--- src/rtl/dino_pkg.sv ---
// dino_pkg: shared dinosaur-game geometry defaults and motion state encoding
package dino_pkg;
    localparam int Y_W_DEF      = 10;
    localparam int GROUND_Y_DEF = 400;
    typedef enum logic [1:0] {RUN, RISE, FALL, HALT} dino_state_e;
endpackage

--- src/rtl/dino_jump_ctrl_if.sv ---
// dino_jump_ctrl_if: frame/button controls in, sprite position and status out
interface dino_jump_ctrl_if import dino_pkg::*; #(
    parameter int Y_W = Y_W_DEF
);
    logic           frame_tick;
    logic           jump_btn;
    logic           enable;
    logic           freeze;
    logic [Y_W-1:0] dino_y;
    logic           airborne;
    logic           landed;
    logic           leg_phase;
    modport master (output frame_tick, jump_btn, enable, freeze,
                    input  dino_y, airborne, landed, leg_phase);
    modport slave  (input  frame_tick, jump_btn, enable, freeze,
                    output dino_y, airborne, landed, leg_phase);
endinterface

--- src/rtl/btn_sync_edge.sv ---
// btn_sync_edge: 2-FF synchronizer for an async level plus one-cycle rising-edge pulse
module btn_sync_edge (
    input  logic clk,
    input  logic rst,
    input  logic din,
    output logic pulse
);
    logic meta_q, sync_q, prev_q;
    // shift the raw level through two sync stages and keep the previous synced value
    always_ff @(posedge clk or posedge rst) begin
        if (rst) begin
            meta_q <= 1'b0;
            sync_q <= 1'b0;
            prev_q <= 1'b0;
        end else begin
            meta_q <= din;
            sync_q <= meta_q;
            prev_q <= sync_q;
        end
    end
    assign pulse = sync_q & ~prev_q;
endmodule

--- src/rtl/dino_jump_ctrl.sv ---
// dino_jump_ctrl: per-frame rise/fall jump physics, leg animation and landing pulse
module dino_jump_ctrl import dino_pkg::*; #(
    parameter int Y_W      = Y_W_DEF,
    parameter int GROUND_Y = GROUND_Y_DEF,
    parameter int JUMP_V   = 12,
    parameter int GRAVITY  = 1,
    parameter int MAX_H    = 200,
    parameter int LEG_DIV  = 6
) (
    input logic              CLK,
    input logic              RESET,
    dino_jump_ctrl_if.slave  bus
);
    localparam logic [1:0] S_RUN  = RUN;
    localparam logic [1:0] S_RISE = RISE;
    localparam logic [1:0] S_FALL = FALL;
    localparam logic [1:0] S_HALT = HALT;
    localparam int LC_W = $clog2(LEG_DIV + 1);
    localparam logic [Y_W-1:0]  JV     = Y_W'(JUMP_V);
    localparam logic [Y_W-1:0]  GV     = Y_W'(GRAVITY);
    localparam logic [Y_W-1:0]  MH     = Y_W'(MAX_H);
    localparam logic [Y_W-1:0]  GY     = Y_W'(GROUND_Y);
    localparam logic [LC_W-1:0] LC_MAX = LC_W'(LEG_DIV - 1);

    logic [1:0]      state_q, state_d;
    logic [Y_W-1:0]  height_q, height_d, vel_q, vel_d, dino_y_q, dino_y_d;
    logic [LC_W-1:0] leg_cnt_q, leg_cnt_d;
    logic            pending_q, pending_d, leg_phase_q, leg_phase_d;
    logic            landed_q, landed_d, airborne_q, airborne_d;
    logic            jedge, rise_done, leg_wrap;
    logic [Y_W:0]    rise_sum, fall_nv;
    logic signed [Y_W:0] rise_nv;

    btn_sync_edge u_jump_sync (.clk(CLK), .rst(RESET), .din(bus.jump_btn), .pulse(jedge));

    // one extra bit keeps the height sum and fall step from wrapping; signed for velocity decay
    assign rise_sum  = {1'b0, height_q} + {1'b0, vel_q};
    assign rise_nv   = $signed({1'b0, vel_q}) - $signed({1'b0, GV});
    assign rise_done = rise_nv[Y_W] | (rise_nv == '0);
    assign fall_nv   = {1'b0, vel_q} + {1'b0, GV};
    assign leg_wrap  = leg_cnt_q == LC_MAX;

    // next-state physics: enable beats freeze beats frame_tick work
    always_comb begin
        state_d     = state_q;
        height_d    = height_q;
        vel_d       = vel_q;
        leg_cnt_d   = leg_cnt_q;
        leg_phase_d = leg_phase_q;
        landed_d    = 1'b0;
        pending_d   = (jedge | pending_q) & (state_q == S_RUN) & ~bus.frame_tick;
        if (!bus.enable) begin
            state_d     = S_RUN;
            height_d    = '0;
            vel_d       = '0;
            pending_d   = 1'b0;
            leg_cnt_d   = '0;
            leg_phase_d = 1'b0;
        end else if (bus.freeze) begin
            state_d   = S_HALT;
            pending_d = 1'b0;
        end else if (bus.frame_tick) begin
            if (state_q == S_RUN && (pending_q | jedge)) begin
                height_d = (JV > MH) ? MH : JV;
                vel_d    = JV - GV;
                state_d  = (JV == GV) ? S_FALL : S_RISE;
            end else if (state_q == S_RUN) begin
                leg_cnt_d   = leg_wrap ? '0 : leg_cnt_q + LC_W'(1);
                leg_phase_d = leg_phase_q ^ leg_wrap;
            end else if (state_q == S_RISE) begin
                height_d = (rise_sum > {1'b0, MH}) ? MH : rise_sum[Y_W-1:0];
                vel_d    = rise_done ? '0 : rise_nv[Y_W-1:0];
                state_d  = rise_done ? S_FALL : S_RISE;
            end else if (state_q == S_FALL) begin
                if ({1'b0, height_q} <= fall_nv) begin
                    height_d = '0;
                    vel_d    = '0;
                    landed_d = 1'b1;
                    state_d  = S_RUN;
                end else begin
                    height_d = height_q - fall_nv[Y_W-1:0];
                    vel_d    = fall_nv[Y_W-1:0];
                end
            end
        end
        dino_y_d   = GY - height_d;
        airborne_d = (state_d == S_RISE) | (state_d == S_FALL);
    end

    // register motion state and the renderer-facing outputs
    always_ff @(posedge CLK or posedge RESET) begin
        if (RESET) begin
            state_q     <= S_RUN;
            height_q    <= '0;
            vel_q       <= '0;
            pending_q   <= 1'b0;
            leg_cnt_q   <= '0;
            leg_phase_q <= 1'b0;
            landed_q    <= 1'b0;
            dino_y_q    <= GY;
            airborne_q  <= 1'b0;
        end else begin
            state_q     <= state_d;
            height_q    <= height_d;
            vel_q       <= vel_d;
            pending_q   <= pending_d;
            leg_cnt_q   <= leg_cnt_d;
            leg_phase_q <= leg_phase_d;
            landed_q    <= landed_d;
            dino_y_q    <= dino_y_d;
            airborne_q  <= airborne_d;
        end
    end

    assign bus.dino_y    = dino_y_q;
    assign bus.airborne  = airborne_q;
    assign bus.landed    = landed_q;
    assign bus.leg_phase = leg_phase_q;
endmodule
--- src/flat_wrapper.sv ---
// flat-port wrapper written by rule: the top's interface ports become plain ports
module dino_jump_ctrl_flat import dino_pkg::*;
#(
    parameter int Y_W      = Y_W_DEF,
    parameter int GROUND_Y = GROUND_Y_DEF,
    parameter int JUMP_V   = 12,
    parameter int GRAVITY  = 1,
    parameter int MAX_H    = 200,
    parameter int LEG_DIV  = 6
)
  (CLK, RESET, bus_frame_tick, bus_jump_btn, bus_enable, bus_freeze, bus_dino_y, bus_airborne, bus_landed, bus_leg_phase);
  dino_jump_ctrl_if #(.Y_W(Y_W)) bus_i ();
  input logic CLK;
  input logic RESET;
  input wire logic [$bits(bus_i.frame_tick)-1:0] bus_frame_tick;
  input wire logic [$bits(bus_i.jump_btn)-1:0] bus_jump_btn;
  input wire logic [$bits(bus_i.enable)-1:0] bus_enable;
  input wire logic [$bits(bus_i.freeze)-1:0] bus_freeze;
  output wire logic [$bits(bus_i.dino_y)-1:0] bus_dino_y;
  output wire logic [$bits(bus_i.airborne)-1:0] bus_airborne;
  output wire logic [$bits(bus_i.landed)-1:0] bus_landed;
  output wire logic [$bits(bus_i.leg_phase)-1:0] bus_leg_phase;
  assign bus_i.frame_tick = bus_frame_tick;
  assign bus_i.jump_btn = bus_jump_btn;
  assign bus_i.enable = bus_enable;
  assign bus_i.freeze = bus_freeze;
  assign bus_dino_y = bus_i.dino_y;
  assign bus_airborne = bus_i.airborne;
  assign bus_landed = bus_i.landed;
  assign bus_leg_phase = bus_i.leg_phase;
  dino_jump_ctrl #(.Y_W(Y_W), .GROUND_Y(GROUND_Y), .JUMP_V(JUMP_V), .GRAVITY(GRAVITY), .MAX_H(MAX_H), .LEG_DIV(LEG_DIV)) u_core (.CLK(CLK), .RESET(RESET), .bus(bus_i));
endmodule
--- config.mk ---
export PLATFORM = sky130hd
export DESIGN_NAME = dino_jump_ctrl_flat
export DESIGN_NICKNAME = d
export VERILOG_FILES = /design/src/rtl/dino_pkg.sv /design/src/rtl/dino_jump_ctrl_if.sv /design/src/rtl/btn_sync_edge.sv /design/src/rtl/dino_jump_ctrl.sv /design/src/flat_wrapper.sv
export SDC_FILE = /design/constraint.sdc
export NUM_CORES = 1
export LEC_CHECK = 0
export ABC_AREA = 1
export CAP_MARGIN = 20
export CELL_PAD_IN_SITES_DETAIL_PLACEMENT = 0
export CELL_PAD_IN_SITES_GLOBAL_PLACEMENT = 1
export CORE_UTILIZATION = 42
export CTS_CLUSTER_SIZE = 16
export DETAILED_ROUTE_END_ITERATION = 7
export DONT_BUFFER_PORTS = 1
export GPL_TIMING_DRIVEN = 0
export HOLD_SLACK_MARGIN = 0.12
export PLACE_DENSITY = 0.82
export SYNTH_ARGS = -nofsm -noshare
export SYNTH_HDL_FRONTEND = slang
export SYNTH_HIERARCHICAL = 1
export SYNTH_SLANG_ARGS = --single-unit
--- constraint.sdc ---
create_clock -name CLK -period 4.74 [get_ports CLK]
set_clock_uncertainty 0.1 [all_clocks]
set_input_delay 0.474 -clock CLK [delete_from_list [all_inputs] [get_ports CLK]]
set_output_delay 0.474 -clock CLK [all_outputs]
set_load 0.01 [all_outputs]
# After elaboration in Yosys (flattened, before gate mapping)
# Cells that the tools add are included.
[totals]
output_inout_bits = 13
in_bits = 6
mem_bits_ro = 0
memories = 0
ff_bits = 42
latchBits = 0
wordCells = 93
mem_bits_rw = 0
[classes]
n_bitwise = 9
div = 0
reduce_logical = 5
n_shift = 0
n_mul = 0
n_mux = 48
order_cmp = 2
n_eq_ne = 11
addsub = 6
[op_table]
columns = ["op", "count"]
rows = [
  ["10-bit 2-to-1 mux", 18],
  ["2-bit 2-to-1 mux", 9],
  ["3-bit 2-to-1 mux", 6],
  ["1-bit 2-to-1 mux", 15],
  ["10-bit by 1-bit adder with 11-bit output (second input constant)", 1],
  ["10-bit by 10-bit adder with 11-bit output", 1],
  ["11-bit by 8-bit > comparator with 1-bit output (second input constant)", 1],
  ["10-bit by 11-bit <= comparator with 1-bit output", 1],
  ["11-bit zero test", 1],
  ["10-bit by 1-bit subtractor with 11-bit output (second input constant)", 1],
  ["10-bit subtractor", 1],
  ["9-bit by 10-bit subtractor with 10-bit output (first input constant)", 1],
  ["4-bit AND reduction", 2],
  ["2-bit != test (second input constant)", 3],
  ["2-bit by 1-bit equality test with 1-bit output (second input constant)", 2],
  ["2-bit equality test (second input constant)", 2],
  ["4-bit by 1-bit != test with 1-bit output (second input constant)", 1],
  ["3-bit by 1-bit adder with 3-bit output (second input constant)", 1],
  ["1-bit AND", 3],
  ["3-bit equality test (second input constant)", 1],
  ["3-bit != test (second input constant)", 1],
  ["1-bit bitwise OR", 3],
  ["2-bit zero test", 1],
  ["2-bit by 1-bit != test with 1-bit output (second input constant)", 1],
  ["3 further kinds", 4],
]

# Logic depth before layout (Yosys ltp)
# Gate-level depths: netlist of run 1.
[depth]
ltp_word = 12
depth_mapped = 27
ltp_nobuf = 27

# Cells and area by module
# The synthesis of run 1 kept the hierarchy.
[modules_own_cells]
columns = ["mod", "area_each_um2", "cells_each", "n_inst", "seq_area_each_um2"]
rows = [
  ["dino_jump_ctrl", 3712.3, 550, 1, 954.7],
  ["btn_sync_edge", 88.8, 6, 1, 75.1],
]

# Worst setup path after synthesis of run 1
# OpenSTA, ideal clock, no wires.
[synth_path]
kind = "flip-flop to flip-flop"
from = "register u_core.vel_q[2]"
to = "register u_core.dino_y_q[8], in the netlist u_core/bus.dino_y[8]"
stages_incl_launch_ff = 26
setup_time_ns = 0.060
arrival_ns = 3.154
setup_slack_ns = 1.426
period_less_slack_ns = 3.314
path_buffers = 0
t_required_ns = 4.580
cell_sequence = "dfrtp_1 > inv_2 > nor3_1 > nand3_1 > nor2_1 > inv_1 > o21ai_0 > o21ai_0 > ha_1 > inv_1 > nor3_1 > nand3b_2 > nand2_4 > nor2_2 > nand2_1 > a21oi_1 > nand2_1 > nand2_4 > inv_1 > ha_1 > nand3_1 > nor2_1 > nand2_1 > nand2_1 > nand2_1 > nand2_1"
[synth_between]
elab_chain_cells = 11
elab_cells_between_ends = 15
cone_classes = "4 x add/sub; 2 x order compare; 9 x mux"
[synth_rtl]
columns = ["element", "line_no", "source"]
rows = [
  ["start: declaration", "dino_jump_ctrl.sv:26", "logic [Y_W-1:0] height_q, height_d, vel_q, vel_d, dino_y_q, dino_y_d;"],
  ["start signal: assignment", "dino_jump_ctrl.sv:105", "vel_q <= vel_d;"],
  ["10-bit by 1-bit adder with 11-bit output", "dino_jump_ctrl.sv:40", "assign fall_nv = {1'b0, vel_q} + {1'b0, GV};"],
  ["10-bit by 11-bit <= comparator with 1-bit output", "dino_jump_ctrl.sv:75", "if ({1'b0, height_q} <= fall_nv) begin"],
  ["10-bit 2-to-1 mux", "dino_jump_ctrl.sv:75", ""],
  ["10-bit 2-to-1 mux", "dino_jump_ctrl.sv:74", "end else if (state_q == S_FALL) begin"],
  ["10-bit 2-to-1 mux (*)", "dino_jump_ctrl.sv:70", "end else if (state_q == S_RISE) begin"],
  ["10-bit 2-to-1 mux (*)", "dino_jump_ctrl.sv:67", "end else if (state_q == S_RUN) begin"],
  ["10-bit 2-to-1 mux (*)", "dino_jump_ctrl.sv:63", "if (state_q == S_RUN && (pending_q | jedge)) begin"],
  ["10-bit 2-to-1 mux (*)", "dino_jump_ctrl.sv:62", "end else if (bus.frame_tick) begin"],
  ["10-bit 2-to-1 mux (*)", "dino_jump_ctrl.sv:59", "end else if (bus.freeze) begin"],
  ["10-bit 2-to-1 mux (*)", "dino_jump_ctrl.sv:52", "if (!bus.enable) begin"],
  ["via u_core.height_d[1]", "dino_jump_ctrl.sv:26", ""],
  ["9-bit by 10-bit subtractor with 10-bit output (*)", "dino_jump_ctrl.sv:86", "dino_y_d = GY - height_d;"],
  ["via u_core.dino_y_d[8]", "dino_jump_ctrl.sv:26", ""],
  ["end signal: assignment", "dino_jump_ctrl.sv:110", "dino_y_q <= dino_y_d;"],
  ["end: declaration", "dino_jump_ctrl.sv:26", ""],
]
# The timed path passes the listed nets; every way through them passes the cells marked *.
# A chain may end at the register's enable or synchronous reset.

# Final worst setup path of run 1
[layout_path]
from = "register u_core.vel_q[1]"
to = "register u_core.dino_y_q[8], in the netlist u_core/bus.dino_y[8]"
[layout_between]
elab_chain_cells = 11
elab_cells_between_ends = 15
cone_classes = "4 x add/sub; 2 x order compare; 9 x mux"
[layout_rtl]
columns = ["element", "line_no"]
rows = [
  ["10-bit by 1-bit adder with 11-bit output", "dino_jump_ctrl.sv:40"],
  ["10-bit subtractor / 10-bit by 11-bit <= comparator with 1-bit output (equally long branches)", "dino_jump_ctrl.sv:81, dino_jump_ctrl.sv:75"],
  ["10-bit 2-to-1 mux", "dino_jump_ctrl.sv:75"],
  ["10-bit 2-to-1 mux", "dino_jump_ctrl.sv:74"],
  ["10-bit 2-to-1 mux (*)", "dino_jump_ctrl.sv:70"],
  ["10-bit 2-to-1 mux (*)", "dino_jump_ctrl.sv:67"],
  ["10-bit 2-to-1 mux (*)", "dino_jump_ctrl.sv:63"],
  ["10-bit 2-to-1 mux (*)", "dino_jump_ctrl.sv:62"],
  ["10-bit 2-to-1 mux (*)", "dino_jump_ctrl.sv:59"],
  ["10-bit 2-to-1 mux (*)", "dino_jump_ctrl.sv:52"],
  ["via u_core.height_d[1]", "dino_jump_ctrl.sv:26"],
  ["9-bit by 10-bit subtractor with 10-bit output (*)", "dino_jump_ctrl.sv:86"],
  ["via u_core.dino_y_d[8]", "dino_jump_ctrl.sv:26"],
]
# Marks and branches as above.

==> impl_metrics.py, run 1 <==
metrics = {
    "place": {
        "placed_area_mm2": 0.003936,
        "dp_hpwl_um": 8524,
        "port-buffer-count": 0,
        "gp_congestion": 0.9196,
    },
    "drt": {
        "dr.pass1.iters": 5,
        "first_iter_violations": 224,
        "antenna_left": 0,
        "wirelength_um": 10530,
        "vias_per_cell": 5.346,
        "wl_per_cell_um": 15.63,
        "route.detailed.drc": 0,
        "vias": 3603,
    },
    "layout": {
        "area_growth_pct": 7.703,
        "drive_above_1_share_pct": 10.60,
        "multi_input_area_mm2": 0.002375,
        "nets": 601,
        "seq_area_mm2": 0.001030,
        "diodes": 0,
        "final_common_cell": "nand2_1",
        "final_cell_mix": "nand2_1, inv_1, nor2_1",
        "fin_area_mm2": 0.004094,
        "num-fill-cells": 914,
    },
    "clocking": {
        "clock_sinks": 41,
        "cts_tree": "built",
        "clk_latency_ns": 0.30,
        "cts_setup_buffers": 0,
        "cts_buffers": 5,
        "cts_root_buf": "clkbuf_8",
        "htreeDepth": 2,
        "cts.clk_slew.worst_paths_ns": 0.09,
        "clockBufferDepth": 2,
        "ctsResizeCount": 0,
    },
    "synth": {
        "synth_area_leaders": "dfrtp_1, nand2_1, ha_1, inv_1, nand3_1",
        "ys_ff_latch": 41,
        "syn_nets": 592,
        "yosysTopAreaCellShare_pct": 25.02,
        "netlist_area_mm2": 0.003801,
        "synth_top_area_cell": "dfrtp_1",
        "ys_seq_area_share_pct": 27.09,
        "avgSynthCellArea_um2": 6.837,
        "yosysWarnings": 6,
        "ys_types": 42,
        "netlist_instances": 556,
    },
    "power": {
        "leakage_uw": 0.002154,
        "fin_total_pwr_uw": 1044,
        "power_density_mw_per_mm2": 254.9,
        "peakVddDrop_mv": 0.2188,
    },
    "worst_setup_path": {
        "critPathSlowestCell": "dfrtp_1",
        "critPathBufInv": 4,
        "startpoint_type": "flop",
        "critical_path_class": "reg -> reg",
        "cp_top_family": "simple AND/OR/NAND/NOR gates",
        "cp.required_ns": 4.89,
        "arrival_ns": 4.19,
        "critical_path.most_common_cell": "nand2_1",
        "cp-end-kind": "flop",
        "cp_slowest_stage_delay_ns": 0.45,
        "cp_max_fo": 5,
    },
    "sta": {
        "fmax_mhz": 247.3,
        "rsz0062_at_grt": "no",
        "hold_viol_final": 0,
        "slew_viol_final": 0,
        "hold-worst-slack_ns": 0.1079,
        "worst_pin_slew_ns": 0.8048,
        "finalSetupViolCount": 0,
        "fin_crit_sh_pct": 85.32,
        "maxSlewHeadroom_pct": 46.27,
        "setup-tns-final_ns": 0,
        "fin_crit_ns": 4.044,
    },
    "grt": {
        "antenna_found_initial": 0,
        "grt_max_degree": 39,
        "grt_pass1_vias": 3544,
        "grtUsageTotal_pct": 23.12,
        "gr-total-overflow": 0,
        "grt_pass1_wl_um": 17400,
    },
    "outcome": {
        "status": "complete, no violations",
    },
    "floorplanning": {
        "std_cell_rows": 34,
        "die_y_um": 97.14,
        "core_mm2": 0.008721,
        "ios": 19,
        "die-width_um": 97.14,
        "start_util_pct": 43.59,
        "dieArea_mm2": 0.009435,
    },
    "flow_run": {
        "drv_cap": 0,
    },
    "hold_path": {
        "hold_path_class": "in -> async",
    },
}
## state kept, by name, summed over array words and instances, names as in the netlist, 2 cells and up
name,flops
u_core/bus.dino_y,10
u_core/vel_q,10
u_core/state_q,2
u_core/leg_cnt_q,3
u_core/height_q,9
## worst reg2reg max path, stage by stage, from the launching register on
cell and delay [ns]:
dfrtp_1 0.45, inv_1 0.17, nor3_1 0.31, nand3_1 0.15, nor2_1 0.11, inv_1 0.09
o21ai_0 0.13, o21ai_0 0.17, ha_1 0.38, inv_1 0.08, nor3_1 0.27, nand3b_2 0.18
nand2_4 0.16, nor2_2 0.07, nand2_1 0.06, a21oi_1 0.05, nand2_1 0.09, nand2_4 0.07
inv_1 0.06, ha_1 0.18, nand3_1 0.23, nor2_1 0.17, nand2_1 0.09, nand2_1 0.07
nand2_1 0.04, nand2_1 0.05
## area by class of cell
| cell class | count | share of cell area [%] |
|---|---|---|
| buffer | 4 | 0.7335 |
| clock buffer | 5 | 1.681 |
| clock inverter | 3 | 1.681 |
| inverter | 97 | 8.955 |
| multi-input combinational | 414 | 58.01 |
| sequential | 41 | 25.15 |
| tap | 108 | 3.301 |
| timing repair buffer | 2 | 0.4890 |
## cell families (layout without fill, tap and decap cells)
family / after synthesis / after routing / share of synthesized area, %
XOR/XNOR: 25 / 25 / 5.760
AO/OA/AOI/OAI: 77 / 77 / 11.72
buffers and inverters: 101 / 111 / 10.43
adder cells (fa/ha/maj): 30 / 30 / 10.27
flip-flops: 41 / 41 / 27.09
AND/OR/NAND/NOR: 282 / 282 / 34.73
## synthesized netlist by cell type (all sizes together)
cell,instances
nand2,151
nor4,4
nand4,9
o21ai,29
nand3b,5
xnor2,3
clkinv,2
nor2,56
buf,2
nor3,7
a21oi,32
a31o,1
o21a,2
o22ai,8
a31oi,2
inv,95
fa,2
clkbuf,2
dfstp,3
dfrtp,38
ha,28
a21boi,1
a21o,1
and3,2
nand3,48
a2111oi,1
xor2,22
## timing repair
item,CTS,global route
setup endpoints to repair,0,0
hold endpoints to repair,4,0
hold buffers,2,0
## metal layers
layer,global-route usage (%),part of all wire (%),up-vias,routed length [µm]
li1,-,-,1803,-
met1,29.30,45,1689,4694
met2,41.71,50,95,5277
met3,2.014,3.6,16,374
met4,6.659,1.8,0,188
met5,0,0,-,0
## where the power goes
| part | leakage [µW] | internal, µW | switching (µW) |
|---|---|---|---|
| clock | 0.0000687 | 212 | 131 |
| combinational | 0.00154 | 98.7 | 205 |
| sequential | 0.000544 | 373 | 24.8 |
## metrics by stage
stage / instances / setup slack [ns] / util [%]
after floorplan: 556 / 1.426 / -
after global placement: 664 / 0.7401 / 45.14
after detailed placement: 664 / 0.6777 / 45.14
after CTS: 674 / 0.6419 / 46.94
after global routing: 674 / 0.1735 / 46.94
final: 674 / 0.6957 / 46.94
## final timing paths
path | start | end | slack [ns] | depth (start not counted)
max | u_core/vel_q[1]$_DFFE_PP0P_ | u_core/bus.dino_y[8]$_DFF_PP1_ | 0.70 | 25
min | RESET | u_core/bus.dino_y[2]$_DFF_PP0_ | 0.11 | 1
max reg2reg | u_core/vel_q[1]$_DFFE_PP0P_ | u_core/bus.dino_y[8]$_DFF_PP1_ | 0.70 | 25
min reg2reg | u_core/u_jump_sync/meta_q$_DFF_PP0_ | u_core/u_jump_sync/sync_q$_DFF_PP0_ | 0.26 | 0
max in group asynchronous | RESET | u_core/pending_q$_DFF_PP0_ | 3.92 | 1
min in group CLK | bus_frame_tick | u_core/pending_q$_DFF_PP0_ | 0.15 | 1
(Power assumes the default switching activity.)
==> inputs of run 2 (changes only) <==
- ABC_CLOCK_PERIOD_IN_PS: not set -> 4740
==> results of run 2 <==
Final layout, timing and power as in run 1 (identical DEF).
